File: src/rtl/fetch_unit.sv
// Instruction fetch stage: owns the PC, fetches one word at a time over a
// single-outstanding req/gnt/rvalid memory port, and hands it to decode.
module fetch_unit #(
  parameter logic [31:0] RESET_PC = 32'h0000_0000
) (
  input  logic        clk,
  input  logic        rst_n,
  output logic        imem_req,
  output logic [31:0] imem_addr,
  input  logic        imem_gnt,
  input  logic        imem_rvalid,
  input  logic [31:0] imem_rdata,
  output logic        instr_valid,
  input  logic        instr_ready,
  output logic [31:0] instr,
  output logic [31:0] pc,
  output logic [6:0]  op,
  output logic [2:0]  funct3,
  output logic        funct7_5,
  input  logic [1:0]  pc_src,
  input  logic [31:0] imm_ext,
  input  logic [31:0] jalr_target,
  output logic        fetch_fault,
  output logic [31:0] retired
);

  typedef enum logic [1:0] {REQ, WAIT, HOLD, FAULT} state_t;

  localparam logic [31:0] NOP = 32'h0000_0013;

  state_t      state, state_next;
  logic [31:0] pc_next, instr_next, retired_next, target;
  logic        fault_next;

  always_ff @(posedge clk or negedge rst_n) begin
    if (!rst_n) begin
      state       <= REQ;
      pc          <= RESET_PC;
      instr       <= NOP;
      retired     <= '0;
      fetch_fault <= 1'b0;
    end else begin
      state       <= state_next;
      pc          <= pc_next;
      instr       <= instr_next;
      retired     <= retired_next;
      fetch_fault <= fault_next;
    end
  end

  // Reserved select 11 falls through to the sequential pc+4 path.
  always_comb begin
    target = pc + 32'd4;
    case (pc_src)
      2'b01:   target = pc + imm_ext;
      2'b10:   target = jalr_target & ~32'd1;
      default: target = pc + 32'd4;
    endcase
  end

  always_comb begin
    state_next   = state;
    pc_next      = pc;
    instr_next   = instr;
    retired_next = retired;
    fault_next   = fetch_fault;
    case (state)
      REQ: begin
        if (imem_gnt) state_next = WAIT;
      end
      WAIT: begin
        if (imem_rvalid) begin
          instr_next = imem_rdata;
          state_next = HOLD;
        end
      end
      HOLD: begin
        if (instr_ready) begin
          pc_next      = target;
          retired_next = retired + 32'd1;
          if (target[1:0] == 2'b00) begin
            state_next = REQ;
          end else begin
            fault_next = 1'b1;
            state_next = FAULT;
          end
        end
      end
      default: state_next = FAULT;
    endcase
  end

  // Handshake outputs decode straight from the state so async reset shows at once.
  assign imem_req    = (state == REQ);
  assign instr_valid = (state == HOLD);
  assign imem_addr   = pc;
  assign op          = instr[6:0];
  assign funct3      = instr[14:12];
  assign funct7_5    = instr[30];

endmodule
File: config.mk
export PLATFORM = sky130hd
export DESIGN_NAME = fetch_unit
export DESIGN_NICKNAME = d
export VERILOG_FILES = /design/src/rtl/fetch_unit.sv
export SDC_FILE = /design/constraint.sdc
export NUM_CORES = 1
export LEC_CHECK = 0
export CELL_PAD_IN_SITES_DETAIL_PLACEMENT = 0
export CELL_PAD_IN_SITES_GLOBAL_PLACEMENT = 2
export CORE_MARGIN = 5
export CORE_UTILIZATION = 29
export DETAILED_ROUTE_END_ITERATION = 10
export HOLD_SLACK_MARGIN = 0.05
export PLACE_DENSITY = 0.9
export SLEW_MARGIN = 10
export SYNTH_ARGS = -nofsm -noshare
export SYNTH_HDL_FRONTEND = slang
export SYNTH_SLANG_ARGS = --single-unit
File: constraint.sdc
create_clock -name clk -period 6.55 [get_ports clk]
set_input_delay 1.6375 -clock clk [delete_from_list [all_inputs] [get_ports clk]]
set_output_delay 1.6375 -clock clk [all_outputs]
set_load 0.05 [all_outputs]
# Yosys cells after proc, flatten, opt, wreduce, memory -nomap -nowiden
# Index checks and enable logic that the tools add are counted.
# totals
rom_bits	0
ramBits	0
n_memories	0
regBits	99
out_inout_bits	142
in_bits	103
word_cells	28
latchBits	0
# op_classes
n_reduce_logical	6
n_mul	0
n_div	0
n_shift	0
bitwise_logic	1
add_sub_neg	3
n_mux	6
n_eq_ne	7
magnitude_cmp	0
# op_table
operator	count
$pmux 32 s2	1
$add 32x1->32 const B	1
$add 32x3->32 const B	1
$add 32x32->32	1
$mux 2	4
$pmux 2 s3	1
$reduce_and 3->1	2
$eq 2x1->1 const B	2
$eq 2x2->1 const B	2
$logic_not 2->1	2
$ne 2x1->1 const B	2
$reduce_and 2->1	2
$ne 2x2->1 const B	1
$not 1->1	1

# Logic depth before layout (Yosys ltp)
# depth
ltp_word	6
ltp_mapped	11

# Least setup slack after synthesis
# No wires, ideal clock.
# synth_timing
path_type	input -> register
start	input imm_ext[0]
end	register pc[22] (netlist: imem_addr[22])
path_slack_ps	2493
t_arrival_ps	3932
cell_stages	10
path_cell_list	ha_1 > fa_1 > a211oi_2 > o2111ai_1 > a21oi_2 > a211oi_4 > o31ai_2 > nand2_1 > xnor2_1 > a2111oi_0
# synth_between
elab_chain_len	2
# synth_lines
element	line	rtl
from (decl)	21	input logic [31:0] imm_ext,
$add 32x32->32	55	2'b01: target = pc + imm_ext;
$pmux 32 s2	54	case (pc_src)
to (signal assigned)	44	pc <= pc_next;
to (decl)	16	output logic [31:0] pc,
# Every way passes these cells.
# A chain may end at the register's enable or synchronous reset.

# Final worst setup path
# Same ends and word-level chain as after synthesis.

==> results.sh <==
export IMPL_cpPeakStageDelay_ns=0.50
export IMPL_fin_crit_sh=0.713
export IMPL_pre_cts_ws_ns=1.47
export IMPL_ys_ff_latch=99
export IMPL_cts_root_buf="clkbuf_16"
export IMPL_crit_path_max_fanout=4
export IMPL_place_hpwl_microns=18900
export IMPL_p_per_area_mw_per_mm2=507
export IMPL_start_kind="input port"
export IMPL_synthArstFlopShare=1.00
export IMPL_ys_flop_type="dfrtp_1"
export IMPL_routed_wl_microns=24600
export IMPL_max_slew_margin=0.422
export IMPL_mostFrequentLayoutCells="clkdlybuf4s50_1, dfrtp_1, a21oi_1, nand2_1, nor2_1"
export IMPL_p_comb_frac=0.661
export IMPL_hold_violations=0
export IMPL_start_util=0.294
export IMPL_num_vias=6788
export IMPL_setup_tns_ns=0
export IMPL_grt_max_degree=63
export IMPL_drcViolationCount=0
export IMPL_cts_reportedPaths_clkPinSlew_ns=0.08
export IMPL_final_common_cell="clkdlybuf4s50_1"
export IMPL_antenna_cells=0
export IMPL_status="completed"
export IMPL_synth_area_leaders="dfrtp_1, ha_1, a21oi_1"
export IMPL_leakagePower_nw=4.03
export IMPL_crit_type="in2reg"
export IMPL_finClkSkew_ns=0.0161
export IMPL_setup_slack_ns=1.88
export IMPL_p_sw_mw=2.71
export IMPL_antenna_found_initial=0
export IMPL_worst_setup_path_end_kind="register"
export IMPL_slew_violations=0
export IMPL_swShare=0.541
export IMPL_postCtsHoldBufs=0
export IMPL_die_h_microns=167
export IMPL_ctsResizeCount=0
export IMPL_drive_above_1_share=0.0812
export IMPL_grt_ovfl_total=0
export IMPL_crit_chain="clkdlybuf4s50_1, ha_1, fa_1, a211oi_2, o2111ai_1, a21oi_2, a211oi_4, o31ai_2, nand2_1, xnor2_1, a2111oi_0"
export IMPL_globalplace_congestion=0.818
export IMPL_ys_types=74
export IMPL_ant_nets=0
export IMPL_intPower_mw=2.30
export IMPL_worst_pin_slew_ns=0.864
export IMPL_synth_top_area_cell="dfrtp_1"
export IMPL_synth_nets=937
export IMPL_clock_path_buffers=2
export IMPL_numCtsBuffers=9
export IMPL_hold_path_class="reg2reg"
export IMPL_cts_tree="done"
export IMPL_maxCapViolCount=0
export IMPL_numClockSinks=99
export IMPL_grt_usage=0.171
export IMPL_die_width_microns=167
export IMPL_core_area_sq_mm=0.0243
export IMPL_pwr_share_clk=0.116
export IMPL_period_minus_slack_ns=4.67
export IMPL_syn_inst=798
export IMPL_ys_seq_area_frac=0.347
export IMPL_p_seq_frac=0.223
export IMPL_viasPerCell=5.19
export IMPL_area_delta_synth_final_pct=38.3
export IMPL_wl_per_cell_microns=18.8
export IMPL_rsz0062_at_grt="no"
export IMPL_arrival_ns=4.91
export IMPL_final_nets=1119
export IMPL_synth_area_sq_mm=0.00715
export IMPL_yosysWarnings=0
export IMPL_io_pins=245
export IMPL_port_buffers=243
export IMPL_dieArea_sq_mm=0.0279
export IMPL_postSynthAreaPerCell_sq_um=8.96
export IMPL_drt_iter0_markers=429
export IMPL_synth_edf_count=0
export IMPL_first_global_vias=6734
export IMPL_drt_first_pass_iters=5
export IMPL_max_freq_mhz=214
export IMPL_crit_required_ns=6.79
export IMPL_synth_top_cell_area_share=0.336
export IMPL_slowest_stage="o31ai_2"
export IMPL_clk_latency_ns=0.36
export IMPL_postCtsSetupBuffers=0
export IMPL_grt_pass1_wl_microns=38400
export IMPL_setup_violations=0
export IMPL_vdd_drop_max_v=0.000313
export IMPL_placementRows=57
export IMPL_htree_levels=3
[power by group through the flow]
stage	Sequential (mW)	Clock [mW]	Combinational, mW
2_1_floorplan	1.77	0	1.75
3_3_place_gp	1.13	0	3.31
3_5_place_dp	1.13	0	3.32
4_1_cts	1.12	0.606	3.33
5_1_grt	1.17	0.629	3.51
6_report	1.12	0.582	3.32
[critical path: cells and delay by family]
| kind | cells | cell delay (ns) |
|---|---|---|
| and+or+nand+nor | 1 | 0.13 |
| buffers and inverters | 1 | 0.42 |
| adders and majority gates | 2 | 0.66 |
| xor gates and xnor gates | 1 | 0.17 |
| AOI/OAI and AO/OA | 6 | 1.87 |
[cells by family (layout without fill, tap and decap cells)]
group / Yosys count / count (layout) / synth area share
compound gates: 239 / 239 / 0.226
simple gates: 232 / 232 / 0.162
buf+inv: 102 / 289 / 0.0791
flops: 99 / 99 / 0.347
xor+xnor: 53 / 53 / 0.0649
mux: 37 / 37 / 0.0577
fa+ha+maj: 36 / 36 / 0.0640
[registers in the layout, indices dropped and copies added (netlist names)]
register,cells
fetch_fault,1
state,2
retired,32
instr,32
imem_addr,32
[through the flow]
| stage | power, mW | std cells | instance area, sq um | util | hold slack, ns |
|---|---|---|---|---|---|
| 2_1_floorplan | 3.52 | 798 | 7150 | - | 0.619 |
| 3_3_place_gp | 4.44 | 1293 | 9570 | 0.394 | 0.443 |
| 3_5_place_dp | 4.45 | 1293 | 9570 | 0.394 | 0.461 |
| 4_1_cts | 5.06 | 1309 | 9890 | 0.407 | 0.472 |
| 5_1_grt | 5.31 | 1309 | 9890 | 0.407 | 0.483 |
| 6_report | 5.02 | 1309 | 9890 | 0.407 | 0.473 |
[Yosys cell counts (3+ instances only)]
library cell	number
o22ai_1	6
clkbuf_1	29
o21ai_0	37
a211o_1	3
mux2_2	34
buf_1	3
dfstp_2	3
inv_1	20
nand2_1	76
xor2_1	21
a221o_1	5
and4_1	3
o21a_1	6
or3_1	3
ha_1	35
xnor2_1	32
nor2b_1	5
a31oi_1	9
and3_1	12
a21oi_1	83
nor2_1	48
a221oi_1	11
o211ai_1	5
nand3_1	31
o21bai_1	5
mux2i_1	3
o31ai_1	5
nand4_1	21
buf_4	43
a21o_1	25
nand3b_1	3
dfrtp_1	96
a211oi_1	7
nor3_1	11
buf_2	5
nor3b_1	3
[worst paths after layout]
check                             start             to  slack (ns)  depth (start not counted)
setup reg to reg           imem_addr[0]  imem_addr[22]        3.12                         10
max in group asynchronous         rst_n       instr[1]        4.10                          2
hold reg to reg             retired[31]    retired[31]        0.47                          1
hold / removal              retired[31]    retired[31]        0.47                          1
min in group asynchronous         rst_n    retired[18]        1.38                          1
setup / recovery             imm_ext[0]  imem_addr[22]        1.88                         11
[per-layer routing]
metal,share of wire,global-route usage
met5,0,0
met4,0.0076,0.0292
met3,0.065,0.0358
met2,0.45,0.275
met1,0.47,0.242
[layout make-up]
class                           instances  area [sq um]
Sequential cell                        99          2480
Tap cell                              324           405
Multi-Input combinational cell        597          4100
Clock buffer                            9           225
Clock inverter                          7          93.8
Timing Repair Buffer                  253          2500
Inverter                               20          75.1
Fill cell                            2413         14400
No activity file was read; power rests on OpenSTA's default activity.
